## src/rtl/viterbi_decoder.sv

```systemverilog
// rtl/viterbi_decoder.sv - hard-decision register-exchange Viterbi decoder, rate 1/2, K=3 (7/5)
//
// Purpose:
//    Decodes one 2-bit code symbol per enabled cycle and emits one decoded
//    information bit per enabled cycle, TB_DEPTH symbols late. The matching
//    encoder holds state {s1,s2} (s1 = newest bit), sends {u^s1^s2, u^s2}
//    and moves to {u,s1}, starting from state 0.
//
// Parameters:
//    TB_DEPTH  survivor register length = decode latency in symbols (>= 2)
//    METRIC_W  path-metric width in bits (>= 4)
//
// Ports:
//    clk     in   1  clock, rising edge
//    rst     in   1  asynchronous active-low reset
//    enable  in   1  qualifies d_in; one symbol consumed per enabled cycle
//    d_in    in   2  code symbol {g7 bit, g5 bit}
//    d_out   out  1  decoded information bit, registered
//
// Configuration macro:
//    VITERBI_BEST_STATE_EN  defined   -> output taken from the best-metric state
//                           undefined -> output taken from state 0 (fixed-state decode)

module viterbi_decoder #(
   parameter int TB_DEPTH = 16,
   parameter int METRIC_W = 8
) (
   input  logic       clk,
   input  logic       rst,
   input  logic       enable,
   input  logic [1:0] d_in,
   output logic       d_out
);

   localparam logic [METRIC_W-1:0] PM_INIT = {2'b01, {(METRIC_W-2){1'b0}}};
   localparam logic [METRIC_W:0]   PM_SAT  = {1'b0, {METRIC_W{1'b1}}};

   logic [METRIC_W-1:0] pm   [4];
   logic [TB_DEPTH-1:0] surv [4];

   logic [METRIC_W:0]   cand0  [4];
   logic [METRIC_W:0]   cand1  [4];
   logic [METRIC_W:0]   new_pm [4];
   logic [METRIC_W-1:0] norm_pm[4];
   logic [1:0]          pred   [4];
   logic [METRIC_W:0]   min_01;
   logic [METRIC_W:0]   min_23;
   logic [METRIC_W:0]   min_pm;
   logic [METRIC_W:0]   diff_pm[4];
   logic [1:0]          pred_w;

   // Hamming distance between the received symbol and the symbol the encoder
   // would have sent from state s on input u.
   function automatic logic [1:0] branch_metric(input logic [1:0] s,
                                                input logic       u,
                                                input logic [1:0] sym);
      logic [1:0] expect_sym;
      logic [1:0] diff;
      expect_sym = {u ^ s[1] ^ s[0], u ^ s[0]};
      diff       = expect_sym ^ sym;
      return {1'b0, diff[1]} + {1'b0, diff[0]};
   endfunction

   // Add-compare-select. Next state ns = {u,s1} is reached from {s1,0} or {s1,1}
   // with input u = ns[1]. Candidates carry one extra bit so the add cannot wrap.
   always_comb begin
      for (int i = 0; i < 4; i++) begin
         cand0[i]  = {1'b0, pm[{i[0], 1'b0}]}
                   + {{(METRIC_W-1){1'b0}}, branch_metric({i[0], 1'b0}, i[1], d_in)};
         cand1[i]  = {1'b0, pm[{i[0], 1'b1}]}
                   + {{(METRIC_W-1){1'b0}}, branch_metric({i[0], 1'b1}, i[1], d_in)};
         // Strict compare: a tie keeps the s2=0 predecessor.
         if (cand1[i] < cand0[i]) begin
            new_pm[i] = cand1[i];
            pred[i]   = {i[0], 1'b1};
         end else begin
            new_pm[i] = cand0[i];
            pred[i]   = {i[0], 1'b0};
         end
      end
   end

   // Normalise against the smallest new metric, then clamp to the register
   // range so a far-behind path sticks at the ceiling instead of wrapping.
   always_comb begin
      min_01 = (new_pm[1] < new_pm[0]) ? new_pm[1] : new_pm[0];
      min_23 = (new_pm[3] < new_pm[2]) ? new_pm[3] : new_pm[2];
      min_pm = (min_23 < min_01) ? min_23 : min_01;
      for (int i = 0; i < 4; i++) begin
         diff_pm[i] = new_pm[i] - min_pm;
         if (diff_pm[i] > PM_SAT) begin
            norm_pm[i] = PM_SAT[METRIC_W-1:0];
         end else begin
            norm_pm[i] = diff_pm[i][METRIC_W-1:0];
         end
      end
   end

`ifdef VITERBI_BEST_STATE_EN
   logic [1:0] best_state;

   // Lowest index wins ties because only a strictly smaller metric replaces it.
   always_comb begin
      best_state = 2'd0;
      for (int i = 1; i < 4; i++) begin
         if (new_pm[i] < new_pm[best_state]) begin
            best_state = 2'(i);
         end
      end
      pred_w = pred[best_state];
   end
`else
   // Fixed-state decode: follow whatever path survives into state 0.
   always_comb begin
      pred_w = pred[0];
   end
`endif

   // Register exchange: each next state inherits its chosen predecessor's
   // history and appends its own newest bit (ns[1] = u). The bit pushed out of
   // the winning history is the decision for the symbol TB_DEPTH steps back.
   always_ff @(posedge clk or negedge rst) begin
      if (!rst) begin
         pm[0] <= '0;
         for (int i = 1; i < 4; i++) begin
            pm[i] <= PM_INIT;
         end
         for (int i = 0; i < 4; i++) begin
            surv[i] <= '0;
         end
         d_out <= 1'b0;
      end else if (enable) begin
         for (int i = 0; i < 4; i++) begin
            pm[i]   <= norm_pm[i];
            surv[i] <= {surv[pred[i]][TB_DEPTH-2:0], i[1]};
         end
         d_out <= surv[pred_w][TB_DEPTH-1];
      end
   end

endmodule

```

## config.mk

```make
export PLATFORM = sky130hd
export DESIGN_NAME = viterbi_decoder
export DESIGN_NICKNAME = d
export VERILOG_FILES = /design/src/rtl/viterbi_decoder.sv
export SDC_FILE = /design/constraint.sdc
export NUM_CORES = 1
export LEC_CHECK = 0
export ABC_AREA = 1
export BUFFER_PORTS_ARGS = -buffer_cell sky130_fd_sc_hd__buf_2
export CAP_MARGIN = 5
export CORE_ASPECT_RATIO = 0.75
export CORE_MARGIN = 2
export CORE_UTILIZATION = 65
export CTS_BUF_LIST = sky130_fd_sc_hd__clkbuf_16
export CTS_CLUSTER_SIZE = 16
export DETAILED_ROUTE_END_ITERATION = 8
export PLACE_DENSITY = 0.83
export SETUP_SLACK_MARGIN = 0.15
export SLEW_MARGIN = 20
export SYNTH_ARGS = -nofsm -noshare
export SYNTH_HDL_FRONTEND = slang
export SYNTH_SLANG_ARGS = --single-unit
export TNS_END_PERCENT = 1
```

## constraint.sdc

```tcl
create_clock -name clk -period 10.9 [get_ports clk]
set_clock_uncertainty 0.1 [all_clocks]
set_input_delay 1.09 -clock clk [delete_from_list [all_inputs] [get_ports clk]]
set_output_delay 1.09 -clock clk [all_outputs]
set_load 0.01 [all_outputs]
```

# [After elaboration in Yosys (flattened, before gate mapping)]
# Index checks and enable logic that the tools add are counted.
[word_totals] out_inout_bits=1 inputBits=5 ff_bits=95 elab_cells=74
[classes] bitwise_logic=7 add_sub_neg=16 magnitude_cmp=15 muxes=27
[op_table] cell="$bmux 16 s2" n=4
[op_table] cell="$mux 15" n=6
[op_table] cell="$add 8x2->9" n=8
[op_table] cell="$lt 9x9->1" n=7
[op_table] cell="$mux 9" n=7
[op_table] cell="$gt 9x8->1 const B" n=4
[op_table] cell="$sub 9x9->9" n=4
[op_table] cell="$mux 16" n=2
[op_table] cell="$mux 8" n=4
[op_table] cell="$ge 3x3->1 const B" n=4
[op_table] cell="$not 2->3" n=3
[op_table] cell="$add 1x1->2" n=4
[op_table] cell="$mux 1" n=4
[op_table] cell="$not 1->3" n=1
[op_table] cell="$not 1->1" n=2
[op_table] cell="$not 2->2" n=1

# [Logic depth before layout (Yosys ltp)]
[logic_depth] depth_word=12 depth_mapped=57

# [Worst setup path before layout]
# No wires, ideal clock.
[synth_timing] path_kind="input-to-reg" from="in d_in[0]" to="reg pm[11] in the netlist's numbering" arrival_ns=8.569 setup_slack_ns=2.114 stages=44 cell_sequence="inv_1 -> ha_1 -> inv_1 -> ha_1 -> inv_1 -> o21ai_0 -> nand2_1 -> nor2_1 -> nand2_1 -> xor2_1 -> ha_1 -> nand2_1 -> nor2_1 -> a211oi_1 -> nand2_4 -> inv_2 -> clkbuf_1 -> nand2_1 -> [... 8 more ...] -> ha_1 -> a21oi_1 -> nor3_1 -> a211oi_1 -> nand2_4 -> clkbuf_1 -> o21ai_0 -> inv_1 -> fa_1 -> nand3b_1 -> nand2_2 -> nand3_1 -> nand2_1 -> nand2_1 -> nand2_2 -> nand2_1 -> o21ai_1 -> inv_1"
[synth_between] elab_chain_len=12 elab_cells_between_ends=31
[synth_rtl] element="start: declaration" line="31" rtl="input logic [1:0] d_in,"
[synth_rtl] element="$not 1->1 (no line) or $not 2->2 (tied branches)"
[synth_rtl] element="$add 1x1->2" line="61" rtl="return {1'b0, diff[1]} + {1'b0, diff[0]};"
[synth_rtl] element="$add 8x2->9, on equally long branches" line="69, 71"
[synth_rtl] element="$lt 9x9->1" line="73" rtl="if (cand1[i] < cand0[i]) begin"
[synth_rtl] element="$mux 9" line="73"
[synth_rtl] element="$lt 9x9->1, on equally long branches" line="87, 86"
[synth_rtl] element="$mux 9, on equally long branches" line="87, 86"
[synth_rtl] element="$lt 9x9->1" line="88" rtl="min_pm = (min_23 < min_01) ? min_23 : min_01;"
[synth_rtl] element="$mux 9" line="88"
[synth_rtl] element="$sub 9x9->9 *" line="90" rtl="diff_pm[i] = new_pm[i] - min_pm;"
[synth_rtl] element="$gt 9x8->1" line="91" rtl="if (diff_pm[i] > PM_SAT) begin"
[synth_rtl] element="$mux 8 *" line="91"
[synth_rtl] element="end signal: indexed assignment" line="134" rtl="pm[i] <= norm_pm[i];"
[synth_rtl] element="end: declaration" line="38" rtl="logic [METRIC_W-1:0] pm [4];"
# Mark *: on every way between the ends. The rest lies on a longest branch, timed or not.
# A chain may end at the register's enable or synchronous reset.

# [Worst setup path in the final report]
[layout_timing] from="in d_in[0]" to="reg pm[30] in the netlist's numbering"
# The elaborated chain is that of the path after synthesis.

==> summary.md <==
| Metric | Value |
|---|---|
| RSZ-0062 raised after global routing | no |
| Leading cell types by count after synthesis | nand2_1, inv_1, o21ai_0 |
| Prevailing post-synth register cell | dfrtp_1 |
| Placed insts | 1611 |
| Crit start category | input pin |
| DR vias/cell | 5.75 |
| Hold Crit Class | flop to flop |
| Post-synth EDFFs | 0 |
| Met3 usage in global routing | 7.61% |
| Syn Nets | 1549 |
| Syn Inst Count | 1462 |
| Die height | 107 µm |
| Endpoint class of the critical path | flop |
| Area fraction in compound gates after synthesis | 15.0% |
| Via count | 9354 |
| Worst Hold End | surv[0]$_DFFE_PN0P_ |
| Synth Area in Adders | 11.4% |
| WL per Instance | 15.9 µm |
| H-tree levels | 3 |
| Max Root-Sink Buffers | 2 |
| Mux contribution to synthesized area | 0% |
| Max Slew Vio Count | 0 |
| Post-DP Area | 9410 µm² |
| Synth Area in XOR/XNOR | 3.02% |
| Top delay family on crit path | compound AO/OA/AOI/OAI gates |
| Setup-failing EPs final | 0 |
| 1st-iter DRT viols | 1110 |
| Worst Path Max Fanout | 22 |
| First-pass GRT wire length | 41.4 mm |
| FF+latch count, synth | 90 |
| Area delta synth->final | 4.60% |
| Vias in the first global route | 8177 |
| Clock Latency Late Sink | 0.36 ns |
| Fin crit period | 9.90 ns |
| Busiest grt layer | met1 |
| R2R depth | 38 |
| Data required time of the critical path | 11.06 ns |
| Post_cts resized | 0 |
| Asr flop ratio synth | 100% |
| CTS Root Buffer Type | clkbuf_16 |
| Slowest CP cell | o21ai_0 |
| IO Pins | 6 |
| Synth Cell Area | 9280 µm² |
| Met2 Usage GRT | 48.8% |
| Clk slew on worst S/H paths | 0.08 ns |
| Number of setup buffers added after CTS | 0 |
| Placer Congestion | 1.03 |
| Critical Path Max Stage Delay | 0.69 ns |
| Hold_buf cts | 0 |
| Worst Tran Pin Value | 0.962 ns |
| Die ar. | 15300 µm² |
| Max-slew headroom | 35.9% |
| Yosys cell types | 41 |
| Final period util | 90.9% |
| Max frequency | 0.101 GHz |
| Setup Crit Path Kind | input pin to flop |
| Layout cells sized above 1 | 7.02% |
| WP data arrival | 10.06 ns |
| Grt met1 use | 53.4% |
| Sequential area share after synthesis | 24.3% |
| Fill cell count | 1241 |
| Port Buffer Count | 5 |
| Width of the die | 142 µm |
| NumNets Final | 1534 |
| MaxCap Viol Count | 0 |
| Worst Path Buf+Inv | 7 |
| Synth top area share | 23.5% |
| CTS tree | done |
| Drt drc | 0 |
| Gr ovfl total | 0 |
| Initial antenna violation count | 0 |
| Tot GR Track Use | 35.0% |
| Worst Hold Depth | 1 |
| Hold wc startpoint | surv[0]$_DFFE_PN0P_ |
| Reg2reg start | pm[1]$_DFFE_PN0P_ |
| Synth area leaders | dfrtp_1, nand2_1, ha_1 |
| DRT antenna net count | 0 |
| Pin count of the biggest net entering global routing | 105 |
| Register Area | 2260 µm² |
| Core Footprint | 13800 µm² |
| Post-synthesis simple-gate area fraction | 35.9% |
| Multi-input combinational cell area | 6060 µm² |
| Main combinational cell family by area after synthesis | simple AND/OR/NAND/NOR gates |
| TritonRoute pass-1 iters | 5 |
| Drt total wl | 25.9 mm |
| Top-count cell post-synth | nand2_1 |
| DP HPWL | 20.3 mm |
| Status | finished clean |
| Final cell count without fillers | 1627 |
| R2R Setup Slk | 1.96 ns |
| Diodes inserted | 0 |
| Num CTS Buffers | 9 |
| Top cell type by total area after synthesis | dfrtp_1 |
| CTS sink count | 90 |
| Final Hold Fails | 0 |
| Finished Cell Area | 9710 µm² |
| Reg2reg end | pm[30]$_DFFE_PN0P_ |
| # rows | 37 |
| Setup TNS | 0 ns |
| Synthesis warning total | 0 |
| Initial Util | 67.0% |
| Mean Syn Cell Area | 6.35 µm² |
==> placed cells by master (no fill, tap or decap), types with 2 or more instances in the layout <==
cell,count
nand3b_1,15
nor3_1,10
nor2_1,100
fa_1,4
dfrtp_1,87
a21oi_1,60
a21boi_1,4
a21boi_0,2
a211oi_1,6
o22ai_1,6
a22oi_1,2
nand3_1,131
a21oi_2,2
buf_4,12
nand2_2,36
buf_2,3
clkbuf_16,9
inv_8,2
dfstp_2,3
nand2_4,8
o21ai_2,5
and2_1,4
nand4_1,13
nand3_2,5
xor2_1,28
inv_1,203
or2_2,5
xnor2_1,4
o21ai_0,150
o21bai_1,11
nand2_1,420
or2_0,2
inv_2,3
clkinvlp_4,2
ha_1,78
o21ai_1,10
==> registers in the layout (all words and copies together), names as in the netlist <==
register,flops
pm,32
d_out,1
surv,57
==> worst max-delay path by stage <==
stage,to,depth (start not counted),from,slack (ns)
finish,pm[30]$_DFFE_PN0P_,42,d_in[0],1.0
CTS,pm[31]$_DFFE_PN0P_,42,d_in[0],1.22
detailed placement,pm[31]$_DFFE_PN0P_,42,d_in[0],0.86
floorplan,pm[11]$_DFFE_PN0P_,44,d_in[0],2.11
global placement,pm[31]$_DFFE_PN0P_,43,d_in[0],1.11
global route,pm[31]$_DFFE_PN0P_,42,d_in[0],0.25
==> per-layer routing <==
layer / part of all wire (%) / routed length [µm] / vias to the layer above
li1: - / - / 4701
met1: 48 / 12500 / 4194
met2: 39 / 10100 / 409
met3: 9.9 / 2560 / 50
met4: 2.8 / 712 / 0
met5: 0 / 0 / -
==> through the flow <==
step,setup WS (ns),hold slack [ns],utilization (%)
detailed placement,0.855,0.358,68.0
finish,0.997,0.373,70.1
floorplan,2.11,0.339,-
global placement,1.11,0.352,68.0
global route,0.245,0.392,70.1
CTS,1.22,0.375,70.1
==> cell families (layout without fill, tap and decap cells) <==
kind of cell | count (synthesis) | in the layout
flip-flops | 90 | 90
AND/OR/NAND/NOR | 753 | 753
adder cells (fa/ha/maj) | 82 | 82
buffers and inverters | 247 | 237
XOR/XNOR | 32 | 32
AO/OA/AOI/OAI | 258 | 258
==> area by class of cell <==
class                           count  share of cell area (%)
Multi-Input combinational cell   1125                    62.4
Sequential cell                    90                    23.2
Inverter                          206                    7.97
Clock buffer                        9                    2.32
Tap cell                          175                    2.26
Timing Repair Buffer               15                    1.08
Clock inverter                      7                   0.735
Power is not shown: default switching activity piles up to over one toggle a cycle in this logic, so the estimate is an artifact.
